==> config.mk <==
export PLATFORM = sky130hd
export DESIGN_NAME = dsg_multi_flat
export DESIGN_NICKNAME = d
export VERILOG_FILES = /design/src/rtl/dsg_pkg.sv /design/src/rtl/dsg_multi_if.sv /design/src/rtl/dsg_chan.sv /design/src/rtl/dsg_multi.sv /design/src/flat_wrapper.sv
export SDC_FILE = /design/constraint.sdc
export NUM_CORES = 1
export LEC_CHECK = 0
export CAP_MARGIN = 0
export CORE_MARGIN = 2
export CORE_UTILIZATION = 57
export CTS_CLUSTER_DIAMETER = 60
export DETAILED_ROUTE_END_ITERATION = 8
export PLACE_DENSITY_LB_ADDON = 0.05
export SLEW_MARGIN = 20
export SYNTH_ARGS = -nofsm -noshare
export SYNTH_HDL_FRONTEND = slang
export SYNTH_SLANG_ARGS = --single-unit
==> constraint.sdc <==
create_clock -name clock -period 3 [get_ports clock]
set_input_delay 0.45 -clock clock [delete_from_list [all_inputs] [get_ports clock]]
set_output_delay 0.45 -clock clock [all_outputs]
set_load 0.02 [all_outputs]
==> src/rtl/dsg_pkg.sv <==
// Shared constants and helpers for the multi-channel delta-sigma DAC.
package dsg_pkg;

   localparam int unsigned ORD1 = 1;
   localparam int unsigned ORD2 = 2;

   // Ceiling log2, used to size the mixer sum; clog2(1) = 0.
   function automatic int unsigned clog2(input int unsigned v);
      int unsigned r;
      r = 0;
      while ((32'd1 << r) < v) r = r + 1;
      return r;
   endfunction

endpackage

==> src/rtl/dsg_multi_if.sv <==
// Sample-side bus of the DAC: strobe, packed samples, mutes and the 1-bit pins.
interface dsg_multi_if #(
   parameter int unsigned WIDTH    = 8,
   parameter int unsigned CHANNELS = 2
);

   logic                      ce;
   logic [CHANNELS*WIDTH-1:0] data;
   logic [CHANNELS-1:0]       mute;
   logic [CHANNELS-1:0]       dout;

   modport master (output ce, data, mute, input dout);
   modport slave  (input ce, data, mute, output dout);

endinterface

==> src/rtl/dsg_chan.sv <==
// One delta-sigma modulator channel, 1st or 2nd order, output registered.
module dsg_chan
   import dsg_pkg::*;
#(
   parameter int unsigned WIDTH = 8,
   parameter int unsigned ORDER = ORD1
) (
   input  logic             clock,
   input  logic             reset,
   input  logic [WIDTH-1:0] sample,
   output logic             dout
);

   if (ORDER == ORD1) begin : g_ord1
      logic [WIDTH:0] acc_q;
      logic [WIDTH:0] acc_d;

      // Carry out of the phase accumulator is the bit stream.
      always_comb begin
         acc_d = {1'b0, acc_q[WIDTH-1:0]} + {1'b0, sample};
      end

      // Accumulator register; the carry bit doubles as the output register.
      always_ff @(posedge clock) begin
         if (reset) acc_q <= '0;
         else       acc_q <= acc_d;
      end

      assign dout = acc_q[WIDTH];

   end else if (ORDER == ORD2) begin : g_ord2
      localparam int unsigned IW = WIDTH + 4;
      // Working width leaves headroom for two additions before clamping.
      localparam int unsigned XW = WIDTH + 6;
      localparam logic signed [XW-1:0] SAT_HI = XW'((1 << (WIDTH + 2)) - 1);
      localparam logic signed [XW-1:0] SAT_LO = -SAT_HI - 1;
      localparam logic signed [XW-1:0] FB_ONE = XW'(1 << WIDTH);

      logic signed [IW-1:0] i1_q, i1_d;
      logic signed [IW-1:0] i2_q, i2_d;
      logic                 dout_q, dout_d;
      logic signed [XW-1:0] fb, s_ext, i1_sum, i2_sum;

      function automatic logic signed [IW-1:0] sat(input logic signed [XW-1:0] v);
         if (v > SAT_HI)      return SAT_HI[IW-1:0];
         else if (v < SAT_LO) return SAT_LO[IW-1:0];
         else                 return v[IW-1:0];
      endfunction

      // Two cascaded saturating integrators, both fed back from the last output bit.
      always_comb begin
         fb     = dout_q ? FB_ONE : '0;
         s_ext  = {{(XW-WIDTH){1'b0}}, sample};
         i1_sum = {{(XW-IW){i1_q[IW-1]}}, i1_q} + s_ext - fb;
         i1_d   = sat(i1_sum);
         i2_sum = {{(XW-IW){i2_q[IW-1]}}, i2_q} + {{(XW-IW){i1_d[IW-1]}}, i1_d} - fb;
         i2_d   = sat(i2_sum);
         // Strictly positive, so an all-zero (idle or just reset) channel stays silent.
         dout_d = !i2_d[IW-1] && (i2_d != '0);
      end

      // Integrator and output state.
      always_ff @(posedge clock) begin
         if (reset) begin
            i1_q   <= '0;
            i2_q   <= '0;
            dout_q <= 1'b0;
         end else begin
            i1_q   <= i1_d;
            i2_q   <= i2_d;
            dout_q <= dout_d;
         end
      end

      assign dout = dout_q;

   end else begin : g_bad_order
      $error("dsg_chan: ORDER must be 1 or 2");
   end

endmodule

==> src/rtl/dsg_multi.sv <==
// Multi-channel delta-sigma DAC: ce-gated sample latch with mute, optional
// mono mixdown, and one modulator per output pin.
module dsg_multi
   import dsg_pkg::*;
#(
   parameter int unsigned WIDTH    = 8,
   parameter int unsigned CHANNELS = 2,
   parameter int unsigned ORDER    = ORD1,
   parameter int unsigned MIX      = 0
) (
   input logic        clock,
   input logic        reset,
   dsg_multi_if.slave bus
);

   logic [WIDTH-1:0]    s_q     [CHANNELS];
   logic [WIDTH-1:0]    chan_in [CHANNELS];
   logic [CHANNELS-1:0] dout_w;

   // Sample latch: capture (or zero, when muted) on ce, hold otherwise.
   always_ff @(posedge clock) begin
      if (reset) begin
         for (int unsigned n = 0; n < CHANNELS; n++) s_q[n] <= '0;
      end else if (bus.ce) begin
         for (int unsigned n = 0; n < CHANNELS; n++) begin
            s_q[n] <= bus.mute[n] ? '0 : bus.data[n*WIDTH +: WIDTH];
         end
      end
   end

   if (MIX != 0) begin : g_mix
      localparam int unsigned SW = WIDTH + clog2(CHANNELS);

      logic [SW-1:0]    sum;
      logic [WIDTH-1:0] m_d;
      logic [WIDTH-1:0] m_q;

      // Sum of all latched samples; muted channels were already latched as 0.
      always_comb begin
         sum = '0;
         for (int unsigned n = 0; n < CHANNELS; n++) sum = sum + SW'(s_q[n]);
      end

      if ((CHANNELS & (CHANNELS - 1)) == 0) begin : g_shift
         assign m_d = WIDTH'(sum >> clog2(CHANNELS));
      end else begin : g_div
         assign m_d = WIDTH'(sum / SW'(CHANNELS));
      end

      // Registered mix value.
      always_ff @(posedge clock) begin
         if (reset) m_q <= '0;
         else       m_q <= m_d;
      end

      // Every modulator sees the same mix value, so all pins are identical.
      always_comb begin
         for (int unsigned n = 0; n < CHANNELS; n++) chan_in[n] = m_q;
      end

   end else begin : g_direct
      // Channel n drives pin n.
      always_comb begin
         for (int unsigned n = 0; n < CHANNELS; n++) chan_in[n] = s_q[n];
      end
   end

   for (genvar n = 0; n < CHANNELS; n++) begin : g_chan
      dsg_chan #(
         .WIDTH (WIDTH),
         .ORDER (ORDER)
      ) u_chan (
         .clock  (clock),
         .reset  (reset),
         .sample (chan_in[n]),
         .dout   (dout_w[n])
      );
   end

   assign bus.dout = dout_w;

endmodule

==> src/flat_wrapper.sv <==
// flat-port wrapper written by rule: the top's interface ports become plain ports
module dsg_multi_flat import dsg_pkg::*;
#(
   parameter int unsigned WIDTH    = 8,
   parameter int unsigned CHANNELS = 2,
   parameter int unsigned ORDER    = ORD1,
   parameter int unsigned MIX      = 0
)
  (clock, reset, bus_ce, bus_data, bus_mute, bus_dout);
  dsg_multi_if #(.WIDTH(WIDTH), .CHANNELS(CHANNELS)) bus_i ();
  input logic clock;
  input logic reset;
  input wire logic [$bits(bus_i.ce)-1:0] bus_ce;
  input wire logic [$bits(bus_i.data)-1:0] bus_data;
  input wire logic [$bits(bus_i.mute)-1:0] bus_mute;
  output wire logic [$bits(bus_i.dout)-1:0] bus_dout;
  assign bus_i.ce = bus_ce;
  assign bus_i.data = bus_data;
  assign bus_i.mute = bus_mute;
  assign bus_dout = bus_i.dout;
  dsg_multi #(.WIDTH(WIDTH), .CHANNELS(CHANNELS), .ORDER(ORDER), .MIX(MIX)) u_core (.clock(clock), .reset(reset), .bus(bus_i));
endmodule
======== Word level (Yosys, flattened, before mapping) ========
Memory sizes are Yosys's and may differ from the RTL's.
Index checks and enable logic that the tools add are counted.
storage, ports and cells
  input port bits ......................... 21
  ROM bits ................................ 0
  memory bits (writable) .................. 16
  logic and storage cells ................. 16
  output and inout port bits .............. 2
  register bits ........................... 18
  memories kept ........................... 1
  latch bits .............................. 0
cells by class
  divide/modulo/power cells ............... 0
  shift operators ......................... 0
  multipliers ............................. 0
  add/sub/neg operators ................... 2
  bitwise operators ....................... 2
  reductions and logical operators ........ 0
  equality and inequality tests ........... 0
  mux-type cells .......................... 9
  magnitude comparators ................... 0
memories
  memory      words  width  read ports  clocked after Yosys merged registers in  wr ports  RTL line         RTL
  u_core.s_q  2      8      2           0                                        2         dsg_multi.sv:16  logic [WIDTH-1:0] s_q [CHANNELS];
operator list
  cell         number
  $mux 8       4
  $add 8x8->9  2
  $mux 1       5
  $or 1x1->1   2

======== Depth between registers and ports, before layout ========
Gate-level depths: netlist (run 1).
  word-level depth ........................ 4
  depth in mapped cells ................... 6
  mapped depth without buffers ............ 6

======== Cells and area by module ========
Synthesis (run 1) repeated with hierarchy kept, for this count alone.
second synthesis, totals
  cells, all modules ...................... 143
  area, all modules ....................... 1,725.4 um2
modules (own cells, without submodules)
  module     area an instance (um2)  sequential area each (um2)  times used  cells an instance
  dsg_chan   514.2                   180.2                       2           54
  dsg_multi  696.9                   480.5                       1           35

======== Least setup slack after synthesis (run 1) ========
OpenSTA, ideal clock, no wires.
  path type ............................... reg2reg
  start ................................... memory u_core.s_q[1][0], in the netlist u_core.s_q[0][8]
  end ..................................... register u_core.g_chan[1].u_chan.g_ord1.acc_q[8]
  stages on the path, launching flop included .. 7
  path buffers ............................ 0
  arrival ................................. 1,699 ps
  slack ................................... 1,182 ps
  setup time .............................. 120 ps
  data required time ...................... 2,880 ps
  clock period less this slack ............ 1,818 ps
  path through ............................ edfxtp_1 -> ha_1 -> fa_1 -> a21o_1 -> a311oi_1 -> nor2_1 -> o31a_1
RTL lines
  item                  RTL line         RTL
  from (decl)           dsg_multi.sv:16
  to (signal assigned)  dsg_chan.sv:25   if (reset) acc_q <= '0;
  to (signal assigned)  dsg_chan.sv:26   else acc_q <= acc_d;
  to (decl)             dsg_chan.sv:15   logic [WIDTH:0] acc_q;

==> results of run 1 <==
==> state kept, by name, indices dropped and copies added (netlist names) <==
register                           count
u_core.g_chan.u_chan.g_ord1.acc_q     18
u_core.s_q                            16
==> cell families after synthesis <==
logic type | count (synthesis)
AOI/OAI and AO/OA | 30
xor gates and xnor gates | 6
adders and majority gates | 18
buffers and inverters | 4
DFF | 34
and+or+nand+nor | 54
==> final timing paths <==
kind	startpoint	end	depth (start not counted)
max	u_core.s_q[0][8]	u_core.g_chan[1].u_chan.g_ord1.acc_q[8]	6
max reg2reg	u_core.s_q[0][8]	u_core.g_chan[1].u_chan.g_ord1.acc_q[8]	6
min	u_core.s_q[0][0]	u_core.g_chan[0].u_chan.g_ord1.acc_q[0]	2
min reg2reg	u_core.s_q[0][0]	u_core.g_chan[0].u_chan.g_ord1.acc_q[0]	2
==> worst register-to-register path, delay by kind of cell (launching register included) <==
family,cells,cell delay [ps]
compound gates,3,800
fa+ha+maj,2,630
flops,1,380
simple gates,1,100
==> power breakdown <==
group / switching [mW] / internal [mW] / leakage (nW)
Sequential: 0.0222 / 0.544 / 0.322
Clock: 0.151 / 0.0879 / 0.0297
Combinational: 0.148 / 0.137 / 0.486
Total: 0.321 / 0.769 / 0.838
==> through the flow <==
stage | hold slack [ps] | setup slack [ps] | utilization, %
3_5_place_dp | 581 | 961 | 68.5
5_1_grt | 643 | 831 | 70.3
6_report | 591 | 1000 | 70.3
3_3_place_gp | 548 | 1050 | 68.5
4_1_cts | 603 | 988 | 70.3
2_1_floorplan | 536 | 1180 | -
==> final cells by class <==
| type | count | area (um^2) | area share (%) |
|---|---|---|---|
| timing repair buffer | 23 | 228 | 11.7 |
| clock buffer | 6 | 41.3 | 2.13 |
| tap | 31 | 38.8 | 2.00 |
| sequential | 34 | 841 | 43.4 |
| clock inverter | 2 | 8.76 | 0.452 |
| multi-input combinational | 108 | 781 | 40.3 |
==> layout by cell type, fill, tap and decap left out, drive strengths merged, types with 4 or more instances in the layout <==
cell type and n:
a21o 6, a21oi 8, clkdlybuf4s50 22, and2 16
a31o 4, clkbuf 6, ha 16, nor3 9
nor2 14, dfxtp 18, nand2 4, xnor2 4
edfxtp 16, nor2b 4
==> metal layers <==
layer / vias up / part of all wire [%]
met3: 10 / 4.2
li1: 582 / -
met2: 32 / 46
met1: 530 / 46
met5: - / 0
met4: 0 / 3.0
==> metrics.csv, run 1 <==
stage;metric;value;unit
routing;drt-wirelength-per-cell;14.0;um
place;place.port_buffers;22;
timing;finalHoldViolCount;0;
synthesis;post_synth_most_frequent_cells;sky130_fd_sc_hd__dfxtp_1 (18), sky130_fd_sc_hd__and2_1 (16), sky130_fd_sc_hd__edfxtp_1 (16), sky130_fd_sc_hd__ha_1 (16), sky130_fd_sc_hd__nor2_1 (14);
synthesis;yosysMostFrequentCell;sky130_fd_sc_hd__dfxtp_1;
synthesis;synth_compound_area_share;12.6;%
routing;drcViolationCount;0;
timing;worst_pin_slew;415;ps
power;powerDensity;562;mW/mm^2
synthesis;postSynth.asyncResetShare;0;%
place;dpl.cell_count;196;
die;ios;23;
timing;final_period_minus_worst_setup_slack;2000;ps
grt;grt_pass1_vias;1178;
cts;postCtsResizedCells;0;
cells_and_area;num-nets-final;211;
synthesis;mappedNetlistNets;185;
worst_setup_path;cp_cell_sequence;ha_1, fa_1, a21o_1, a311oi_1, nor2_1, o31a_1;
routing;drt.antenna.violating_nets;0;
routing;drt_first_iter_violations;42;
synthesis;synthFlopType;sky130_fd_sc_hd__dfxtp_1;
cts;ctsRootBufferMaster;sky130_fd_sc_hd__clkbuf_4;
worst_setup_path;cp_data_required_time;3250;ps
timing;period_share;66.6;%
synthesis;main_combinational_cell_family_by_area_after_synthesis;simple AND/OR/NAND/NOR gates;
routing;route.vias.total;1154;
synthesis;edff_count_synth;16;
grt;grt_first_pass_wirelength;4890;um
routing;wirelength;2850;um
run_status;status;finished clean;
die;total_die_area;0.00333;mm^2
power;ir_drop;0.403;mV
grt;globalRouteMet1Util;24.8;%
worst_setup_path;setup.worst_path.end_class;register;
worst_setup_path;critical_path.top_delay_family;compound AO/OA/AOI/OAI gates;
synthesis;synth_seq_area_share;51.1;%
timing;timing.fmax;501;MHz
grt;grt_antenna_before_repair;0;
die;die_w;57.7;um
cts;ctsHtreeMaxLevel;2;
timing;slew-limit-headroom;72.3;%
min_path;hold_class;reg2reg;
synthesis;post_synth_mux_area_share;0;%
place;hpwl;2090;um
synthesis;synth_fa_ha_area_share;14.6;%
grt;grt.busiest_layer;met2;
timing;maxSlewViolCount;0;
synthesis;syn_avg_cell_area;11.3;um^2
die;initial_core_utilization;59.6;%
synthesis;synthesis.area;0.00164;mm^2
synthesis;synth_top_cells_by_area;sky130_fd_sc_hd__edfxtp_1 (29%), sky130_fd_sc_hd__dfxtp_1 (22%), sky130_fd_sc_hd__ha_1 (12%);
synthesis;synthDistinctLibCells;27;
timing;unrepaired_setup_endpoints_after_global_routing;false;
grt;largest_net_degree_at_the_start_of_global_routing;17;
worst_setup_path;cp_num_buf_inv;0;
cells_and_area;drive_gt1_share;5.78;%
worst_setup_path;ff2ff_setup_slack;1000;ps
synthesis;synthCells;146;
grt;grtUsageTotal;19.9;%
cts;clkSinkCount;34;
worst_setup_path;worstPathArrival;2240;ps
cts;path_clk_slew;110;ps
worst_setup_path;crit_path_category;reg2reg;
die;fp-row-count;19;
synthesis;post_synth_and_or_nand_nor_area_fraction;17.0;%
run;max_cap_violations;0;
cts;tritoncts_clock_tree;yes;
routing;detail_route.first_pass.iterations;4;
cells_and_area;area_growth;17.9;%
cts;postCtsSetupBuffers;0;
cells_and_area;n_fill_cell;214;
place;final_estimated_routing_congestion_in_global_placement;0.823;
timing;timing.setup.tns;0;ps
grt;globalRouteOverflowTotal;0;
timing;clock_skew;17.4;ps
synthesis;synth.ff_latch_count;34;
timing;number_of_endpoints_failing_setup_at_the_final_stage;0;
power;totalPowerFinal;1.09;mW
routing;post_drt_via_cell_ratio;5.66;
synthesis;synth-warning-count;0;
cts;cts.hold.buffers_added;0;
grt;met3_usage;4.69;%
cts;cts-root-to-sink-buffers;2;
cells_and_area;antenna_cells_inserted;0;
die;area_of_the_core_region;0.00276;mm^2
cells_and_area;final_cells;204;
synthesis;synth_top_cell_by_area;sky130_fd_sc_hd__edfxtp_1;
worst_setup_path;critical_path.slowest_cell;sky130_fd_sc_hd__fa_1;
cts;tritoncts.num_buffers;5;
synthesis;synth_xor_xnor_area_share;3.20;%
synthesis;yosysTopAreaCellShare;29.2;%
place;placed_cell_area;0.00189;mm^2
die;floorplan.die.height;57.7;um
cts;clk-insertion-delay-late;350;ps
grt;groute.layer.met2.usage;31.2;%
cells_and_area;final_design_area_no_fill;0.00194;mm^2
worst_setup_path;slowest_delay;410;ps
worst_setup_path;startpoint_type;register;
power;p_leak;0.838;nW
worst_setup_path;crit_fanout;3;
Note: power is estimated with default switching activity, not from simulation.
==> run 2: changes to the inputs <==
Settings changed: CORE_UTILIZATION 57 to 48.
Clock period 3 ns to 1.7 ns, I/O delays scaled along.
==> run 2 against run 1 <==
  * The run now ends with setup timing left
  * Non-clock buffer count up 5
  * Hold slack worse by 26 ps
  * Power up 84%
  * Register-to-register slack worse by 1100 ps
  * Fmax up 11%
  * Clock power up 92%
  * Sequential share of layout area down 2.2 points
  * Die area up 17%
  * Sequential power up 76%
  * Utilization down 8.6 points
  * Via count up 0.95%
  * Critical path type unchanged
==> metrics.csv, run 2 (synthesized netlist as in run 1, its figures left out) <==
stage;metric;value;unit
timing;timing.fmax;558;MHz
die;floorplan.die.height;62.5;um
die;initial_core_utilization;49.7;%
run;max_cap_violations;0;
run_status;violations;setup timing;
cells_and_area;regMostFlops;u_core.g_chan.u_chan.g_ord1.acc_q;
routing;drt-wirelength-per-cell;12.4;um
routing;route.vias.total;1165;
worst_setup_path;worstPathArrival;2020;ps
place;place.port_buffers;22;
cells_and_area;drive_gt1_share;13.5;%
die;fp-row-count;21;
grt;largest_net_degree_at_the_start_of_global_routing;19;
cells_and_area;n_fill_cell;289;
cells_and_area;area_occupied_by_registers;841;um^2
cts;tritoncts_clock_tree;yes;
cts;ctsRootBufferMaster;sky130_fd_sc_hd__clkbuf_4;
min_path;hold_class;in2reg;
routing;drt_first_iter_violations;66;
worst_setup_path;setup.worst_path.end_class;register;
timing;clock_skew;9.37;ps
cts;cts.hold.buffers_added;0;
cells_and_area;antenna_cells_inserted;0;
cts;ctsHtreeMaxLevel;2;
grt;grt_first_pass_wirelength;4770;um
routing;drcViolationCount;0;
timing;number_of_endpoints_failing_setup_at_the_final_stage;4;
timing;maxSlewViolCount;0;
worst_setup_path;startpoint_type;register;
cts;cts-root-to-sink-buffers;2;
routing;post_drt_via_cell_ratio;5.20;
cells_and_area;most_common_cell_after_layout_fill_and_taps_aside;sky130_fd_sc_hd__clkdlybuf4s50_1;
worst_setup_path;crit_fanout;3;
cts;tritoncts.num_buffers;5;
cts;clk-insertion-delay-late;340;ps
place;dpl.cell_count;215;
cells_and_area;area_growth;24.1;%
worst_setup_path;cp_data_required_time;1930;ps
worst_setup_path;worstReg2RegStart;u_core.s_q[0][0];
timing;worst_pin_slew;409;ps
cells_and_area;layout_common_cells;sky130_fd_sc_hd__clkdlybuf4s50_1 (22), sky130_fd_sc_hd__dfxtp_1 (18), sky130_fd_sc_hd__and2_1 (16), sky130_fd_sc_hd__edfxtp_1 (16);
power;totalPowerFinal;2.00;mW
timing;unrepaired_setup_endpoints_after_global_routing;true;
min_path;hold_path_startpoint;bus_data[8];
worst_setup_path;crit_path_category;reg2reg;
routing;detail_route.first_pass.iterations;4;
cells_and_area;num-nets-final;216;
die;area_of_the_core_region;0.00331;mm^2
cells_and_area;reg.largest.list;u_core.g_chan.u_chan.g_ord1.acc_q: 18 flops, u_core.s_q: 16 flops;
die;die_w;62.5;um
timing;timing.setup.tns;-267;ps
timing;finalHoldViolCount;0;
worst_setup_path;worst_setup_path_startpoint;u_core.s_q[0][0];
cells_and_area;footprint_of_the_multi_input_gates;818;um^2
grt;grt_antenna_before_repair;0;
die;ios;23;
timing;period_share;105;%
routing;wirelength;2770;um
place;final_estimated_routing_congestion_in_global_placement;0.818;
cts;path_clk_slew;100;ps
grt;globalRouteOverflowTotal;0;
power;p_leak;0.864;nW
place;hpwl;2070;um
cts;clkSinkCount;34;
timing;slew-limit-headroom;72.7;%
place;placed_cell_area;0.00195;mm^2
run_status;status;finished with violations;
power;ir_drop;0.528;mV
timing;final_period_minus_worst_setup_slack;1790;ps
routing;drt.antenna.violating_nets;0;
timing;worst_slack;-93.5;ps
cells_and_area;final_cells;224;
die;total_die_area;0.00391;mm^2
grt;grtUsageTotal;15.8;%
grt;grt_pass1_vias;1106;
power;powerDensity;981;mW/mm^2
cells_and_area;final_design_area_no_fill;0.00204;mm^2
cells_and_area;number_of_flip_flops_under_the_largest_register_name;18;
place;placement_stage_worst_setup_slack;-108;ps
[run 2: changes by cell type in the layout (fill, tap and decap cells not counted), sizes merged]
cell / delta
buf: +5
clkbuf: +2
clkinv: -2
[run 2: final timing paths]
check	end	slack (ps)	cells after the start
setup reg to reg	u_core.g_chan[0].u_chan.g_ord1.acc_q[8]	-90	6
setup / recovery	u_core.g_chan[0].u_chan.g_ord1.acc_q[8]	-90	6
hold reg to reg	u_core.g_chan[0].u_chan.g_ord1.acc_q[0]	620	2
hold / removal	u_core.s_q[0][8]	560	2
[run 2: area by class of cell]
type	count	area share [%]
well taps	46	2.82
repair buffers	28	13.0
clock buffers	8	2.88
multi-input cells	108	40.1
flip-flops and latches	34	41.2
[run 2: per-layer routing]
layer | global-route usage (%) | up-vias | wire (um)
met3 | 5.95 | 5 | 125
li1 | - | 589 | -
met1 | 18.6 | 552 | 1260
met5 | 0 | - | 0
met4 | 5.83 | 0 | 44
met2 | 26.2 | 19 | 1340
[run 2: worst max-delay path: stages (launching register included)]
cell and delay, ps:
sky130_fd_sc_hd__edfxtp_1 390, sky130_fd_sc_hd__ha_2 200, sky130_fd_sc_hd__fa_2 350, sky130_fd_sc_hd__a21o_1 220, sky130_fd_sc_hd__a311oi_2 210, sky130_fd_sc_hd__nor2_1 90, sky130_fd_sc_hd__o31a_1 240
[run 2: power breakdown]
group / switching [mW] / total (mW) / internal (mW)
sequential: 0.0390 / 1.00 / 0.961
combinational: 0.271 / 0.544 / 0.273
clock: 0.255 / 0.459 / 0.204
[run 2: repair_timing]
action,CTS,global route
gates resized for setup,3,2
hold endpoints to repair,0,0
endpoints found under the setup margin,4,5
pin swaps,3,0
buffers inserted,1,0
[run 2: metrics by stage]
| step | hold WS (ps) | utilization [%] |
|---|---|---|
| finish | 564 | 61.6 |
| global route | 544 | 61.6 |
| CTS | 552 | 61.3 |
| detailed placement | 602 | 58.8 |
| global placement | 579 | 58.8 |
| floorplan | 453 | - |
==> run 3: changes to the inputs <==
Settings changed: CORE_ASPECT_RATIO set to 1.25.
==> run 3 against run 2 <==
  * The run still ends with setup timing left
  * Cell area grew 2.8%
  * Critical path depth is the same
  * Critical endpoint unchanged
  * Sequential power is essentially flat
  * Wire length shrank 2.2%
  * Largest cell class unchanged
  * Sequential cell count is the same
  * Power grew 11%
  * Via count shrank 0.17%
==> metrics.csv, run 3 (synthesized netlist as in run 1, its figures left out) <==
stage;metric;value;unit
run_status;status;finished with violations;
run_status;violations;setup timing;
routing;detail_route.first_pass.iterations;4;
routing;route.vias.total;1163;
cts;path_clk_slew;70;ps
grt;grt_antenna_before_repair;0;
cells_and_area;reg.largest.list;u_core.g_chan.u_chan.g_ord1.acc_q: 18 flops, u_core.s_q: 16 flops;
worst_setup_path;r2r_cells;6;
cts;clkSinkCount;34;
cells_and_area;antenna_cells_inserted;0;
cts;tritoncts.num_buffers;5;
worst_setup_path;cp_data_required_time;1880;ps
worst_setup_path;crit_path_category;reg2reg;
cells_and_area;area_growth;27.5;%
die;floorplan.die.height;69.4;um
timing;worst_pin_slew;437;ps
worst_setup_path;startpoint_type;register;
power;p_leak;0.904;nW
routing;drcViolationCount;0;
routing;wirelength;2710;um
timing;worst_slack;-59.1;ps
cells_and_area;number_of_flip_flops_under_the_largest_register_name;18;
cts;ctsRootBufferMaster;sky130_fd_sc_hd__clkbuf_8;
grt;grt_pass1_vias;1115;
routing;drt_first_iter_violations;8;
worst_setup_path;setup.worst_path.end_class;register;
min_path;hold_class;reg2reg;
timing;final_period_minus_worst_setup_slack;1760;ps
worst_setup_path;worstReg2RegStart;u_core.s_q[0][0];
timing;period_share;103;%
timing;timing.setup.tns;-152;ps
grt;largest_net_degree_at_the_start_of_global_routing;19;
power;powerDensity;1060;mW/mm^2
cells_and_area;num-nets-final;219;
die;total_die_area;0.00391;mm^2
cells_and_area;layout_common_cells;sky130_fd_sc_hd__clkdlybuf4s50_1 (22), sky130_fd_sc_hd__dfxtp_1 (18), sky130_fd_sc_hd__and2_1 (16), sky130_fd_sc_hd__edfxtp_1 (16);
worst_setup_path;ff2ff_setup_slack;-60;ps
power;totalPowerFinal;2.22;mW
die;initial_core_utilization;50.6;%
place;place.port_buffers;22;
timing;finalHoldViolCount;0;
timing;timing.fmax;568;MHz
grt;grt.busiest_layer;met2;
place;placement_stage_worst_setup_slack;-74.6;ps
place;hpwl;1960;um
min_path;hold_path_startpoint;u_core.s_q[0][0];
timing;unrepaired_setup_endpoints_after_global_routing;true;
worst_setup_path;worst_setup_path_startpoint;u_core.s_q[0][0];
cells_and_area;regMostFlops;u_core.g_chan.u_chan.g_ord1.acc_q;
cells_and_area;most_common_cell_after_layout_fill_and_taps_aside;sky130_fd_sc_hd__clkdlybuf4s50_1;
grt;met3_usage;6.16;%
die;die_w;56.3;um
grt;grtUsageTotal;16.1;%
routing;drt-wirelength-per-cell;12.4;um
timing;maxSlewViolCount;0;
run;max_cap_violations;0;
worst_setup_path;crit_fanout;3;
timing;clock_skew;6.53;ps
cts;clk-insertion-delay-late;280;ps
grt;globalRouteOverflowTotal;0;
cells_and_area;final_design_area_no_fill;0.00210;mm^2
place;placed_cell_area;0.00194;mm^2
power;ir_drop;0.673;mV
die;area_of_the_core_region;0.00325;mm^2
cells_and_area;drive_gt1_share;15.5;%
cts;ctsHtreeMaxLevel;2;
cells_and_area;n_fill_cell;261;
worst_setup_path;critPathCapture;u_core.g_chan[0].u_chan.g_ord1.acc_q[8];
die;ios;23;
grt;globalRouteMet1Util;17.4;%
worst_setup_path;worst_r2r_endpoint;u_core.g_chan[0].u_chan.g_ord1.acc_q[8];
timing;number_of_endpoints_failing_setup_at_the_final_stage;3;
cts;cts-root-to-sink-buffers;2;
cts;cts.hold.buffers_added;0;
place;final_estimated_routing_congestion_in_global_placement;0.757;
grt;groute.layer.met2.usage;25.5;%
grt;grt_first_pass_wirelength;4690;um
routing;drt.antenna.violating_nets;0;
routing;post_drt_via_cell_ratio;5.33;
die;fp-row-count;23;
worst_setup_path;worstPathArrival;1940;ps
timing;slew-limit-headroom;70.7;%
cts;tritoncts_clock_tree;yes;
==> run 3: changes by cell type in the layout (fill, tap and decap cells not counted), sizes merged <==
cell and delta:
buf +3
==> run 3: critical path, stage by stage (launching register included) <==
cell                       delay [ps]
sky130_fd_sc_hd__edfxtp_1         370
sky130_fd_sc_hd__ha_2             200
sky130_fd_sc_hd__fa_2             340
sky130_fd_sc_hd__a21o_1           200
sky130_fd_sc_hd__a311oi_2         220
sky130_fd_sc_hd__nor2_1           100
sky130_fd_sc_hd__o31a_1           240
==> run 3: final cells by class <==
| cell class | instances | area [um^2] | share of cell area [%] |
|---|---|---|---|
| flip-flops and latches | 34 | 841 | 40.1 |
| repair buffers | 31 | 288 | 13.7 |
| clock buffers | 8 | 110 | 5.25 |
| multi-input cells | 108 | 812 | 38.7 |
| well taps | 37 | 46.3 | 2.21 |
==> run 3: worst min path at each step <==
stage	to	slack (ps)	cells past startpoint
after floorplan	u_core.s_q[0][0]	450	1
after global placement	u_core.g_chan[1].u_chan.g_ord1.acc_q[0]	580	2
after detailed placement	u_core.g_chan[0].u_chan.g_ord1.acc_q[0]	580	2
after CTS	u_core.g_chan[0].u_chan.g_ord1.acc_q[0]	610	2
after global routing	u_core.s_q[0][14]	620	2
final	u_core.g_chan[0].u_chan.g_ord1.acc_q[0]	600	2
==> run 3: stage by stage <==
| step | instances | utilization (%) | hold WS (ps) |
|---|---|---|---|
| floorplan | 146 | - | 453 |
| global placement | 206 | 59.5 | 580 |
| detailed placement | 206 | 59.5 | 585 |
| CTS | 217 | 64.1 | 605 |
| global route | 218 | 64.5 | 618 |
| finish | 218 | 64.5 | 600 |
==> run 3: power breakdown <==
group / leakage [nW] / switching (mW) / total, mW / internal, mW
Clock: 0.0575 / 0.275 / 0.684 / 0.409
Combinational: 0.524 / 0.261 / 0.533 / 0.272
Sequential: 0.322 / 0.0388 / 1.00 / 0.962
==> run 3: metal layers <==
metal / share of wire, % / vias up / routed length (um)
li1: - / 600 / -
met1: 44 / 534 / 1200
met2: 49 / 24 / 1310
met3: 4.8 / 5 / 129
met4: 2.5 / 0 / 68
met5: 0 / - / 0
==> run 3: timing repair <==
action                     4_1_cts  5_1_grt
pin swaps                        4        0
setup endpoints to repair        4        4
buffers inserted                 3        1
resized for setup                3        1
==> patch: new RTL, settings of run 1 <==
Make the reset (`reset`) asynchronous in 4 clocked blocks.
--- a/src/rtl/dsg_chan.sv
+++ b/src/rtl/dsg_chan.sv
@@ -21,7 +21,7 @@
       end
 
       // Accumulator register; the carry bit doubles as the output register.
-      always_ff @(posedge clock) begin
+      always_ff @(posedge clock or posedge reset) begin
          if (reset) acc_q <= '0;
          else       acc_q <= acc_d;
       end
@@ -60,7 +60,7 @@
       end
 
       // Integrator and output state.
-      always_ff @(posedge clock) begin
+      always_ff @(posedge clock or posedge reset) begin
          if (reset) begin
             i1_q   <= '0;
             i2_q   <= '0;
--- a/src/rtl/dsg_multi.sv
+++ b/src/rtl/dsg_multi.sv
@@ -18,7 +18,7 @@
    logic [CHANNELS-1:0] dout_w;
 
    // Sample latch: capture (or zero, when muted) on ce, hold otherwise.
-   always_ff @(posedge clock) begin
+   always_ff @(posedge clock or posedge reset) begin
       if (reset) begin
          for (int unsigned n = 0; n < CHANNELS; n++) s_q[n] <= '0;
       end else if (bus.ce) begin
@@ -48,7 +48,7 @@
       end
 
       // Registered mix value.
-      always_ff @(posedge clock) begin
+      always_ff @(posedge clock or posedge reset) begin
          if (reset) m_q <= '0;
          else       m_q <= m_d;
       end
Behaviour: differs if reset is asserted again (counterexample within 4 cycles, from zero or initial values and one cycle with reset high); with reset held inactive, the same outputs for 4 cycles.
==> patch against run 1 <==
Sequential cell count stayed put. Cell area is 5.0% higher. Routed wire length is 8.9% higher. Area after synthesis is 4.9% higher. Setup slack better by 0.0073 ns. Critical endpoint is now u_core.g_chan[1].u_chan.g_ord1.acc_q[6]. Highest routed layer unchanged.
Power is not compared: it rests on default switching activity, and its combinational part moved more than twofold at a synthesized area within 25%.
==> patch: results (changes against run 1) <==
- The flow ran to the end, and the final reports show no timing, DRC or antenna violations.
- The post-route DRC violation count is 0 (unchanged).
- The register containing the most flip-flops in the final layout is u_core.g_chan.u_chan.g_ord1.acc_q.
- The post-CTS setup buffer count came to 0 (unchanged).
- The first-pass GRT wire length is 5.47 mm (+12%).
- The share of final-layout standard cells stronger than drive strength 1 came to 0.0670 (+0.00921).
- The worst hold path belongs to the class primary input to asynchronous set/reset pin.
- Sorting the synthesized cells by how often they occur yields dfrtp_1 (34), inv_1 (20), nand2_1 (19).
- The total track usage came to 0.212 (+0.0134).
- The number of optimization iterations in the first detailed-route pass is 4 (unchanged).
- The number of warnings issued by yosys was 0 (unchanged).
- The flip-flop count of the largest register after layout is 18 (unchanged).
- The number of cells on the worst reg-to-reg path came to 6 (unchanged).
- The post-cts repair resize count is 0 (unchanged).
- The power dissipated in the clock network is 271 uW.
- The number of nets at the end of the flow is 232 (+10%).
- The switching portion of total power is 0.356.
- The dominant register cell in the synthesized netlist is dfrtp_1.
- The number of clock buffers inserted by TritonCTS is 5 (unchanged).
- The post-place instance area is 1980 um^2 (+4.6%).
- The transition time at the pin with the least slew margin came to 0.422 ns (+0.00733 ns).
- The final weighted congestion in routability-driven placement was 0.866 (+5.3%).
- The worst supply voltage drop on vdd is 499 uV.
- The largest net degree at the start of global routing is 35 (+18).
- The cell total after placement came to 217 (+11%).
- The average footprint of a synthesized cell came to 10.4 um^2 (-7.8%).
- The post-synthesis cell type count came to 33 (+22%).
- In the post-synthesis netlist, the biggest area contributors are dfrtp_1 (49%), ha_1 (12%), inv_1 (4.4%).
- The share of synthesized registers carrying an async set or reset was 1.00 (+1.00).
- The detailed-route wire length per cell is 13.8 um (-1.3%).
- The number of DRC violations after detailed-routing iteration 0 was 28 (-33%).
- The worst-case setup slack after placement is 1.06 ns (+0.104 ns).
- The data arrival time of the critical path is 2.22 ns (-0.02 ns).
- The largest individual stage delay along the critical path comes from the cell dfrtp_1.
- The detailed-route via count came to 1,220 (+5.7%).
- The layout filler cell count was 211 (-1.4%).
- Power attributed to combinational cells is 698 uW.
- The largest delay contributor family on the critical path is compound AO/OA/AOI/OAI gates.
- The post-route total power is 1640 uW.
- The vias per cell was 5.42 (-4.1%).
- The worst clock skew is 0.00692 ns (-0.0104 ns).
- The post-route antenna net violation count was 0 (unchanged).
- The number of global-route vias before repair is 1,343 (+14%).
- The portion of the post-synthesis area used by sequential elements is 0.493 (-0.0179).
- Summed over all cells, the static leakage comes to 0.000978 uW.
- The synthesized netlist net count was 205 (+11%).
- The detailed placement HPWL came to 2.31 mm (+11%).
## patch: cell count changes in the layout (fill, tap and decap cells not counted), sizes merged, moves of 4 or more
cell / before / now
dfrtp: 0 / 34
nand2: 4 / 19
and2: 16 / 0
edfxtp: 16 / 0
nor2: 14 / 8
o21ai: 3 / 16
nor3: 9 / 2
a31o: 4 / 0
dfxtp: 18 / 0
nor2b: 4 / 0
inv: 0 / 20
## patch: kinds of logic after synthesis
group	after synthesis	synth area share
compound gates	42	0.157
buf+inv	24	0.0566
fa+ha+maj	18	0.139
flops	34	0.493
xor+xnor	9	0.0457
simple gates	39	0.107
## patch: worst paths after layout
path,start,to,slack (ns)
hold / removal,reset,u_core.chan_in[6],0.49
max in group asynchronous,reset,u_core.chan_in[11],2.21
setup reg to reg,u_core.chan_in[0],u_core.g_chan[1].u_chan.g_ord1.acc_q[6],1.01
setup / recovery,u_core.chan_in[0],u_core.g_chan[1].u_chan.g_ord1.acc_q[6],1.01
hold reg to reg,u_core.g_chan[1].u_chan.g_ord1.acc_q[0],u_core.g_chan[1].u_chan.g_ord1.acc_q[0],0.49
min in group clock,u_core.g_chan[1].u_chan.g_ord1.acc_q[0],u_core.g_chan[1].u_chan.g_ord1.acc_q[0],0.49
## patch: layout make-up
class	count	area [um^2]	share of cell area
inverter	20	75.1	0.0369
tap	31	38.8	0.0191
clock inverter	1	5.00	0.00246
clock buffer	7	55.1	0.0270
sequential	34	851	0.418
timing repair buffer	24	235	0.116
multi-input combinational	108	776	0.381
## patch: routing by layer
| layer | vias up | track usage | routed length (um) |
|---|---|---|---|
| met3 | 7 | 0.0393 | 101 |
| met5 | - | 0 | 0 |
| met4 | 0 | 0.136 | 76 |
| li1 | 611 | - | - |
| met1 | 586 | 0.246 | 1340 |
| met2 | 16 | 0.359 | 1590 |
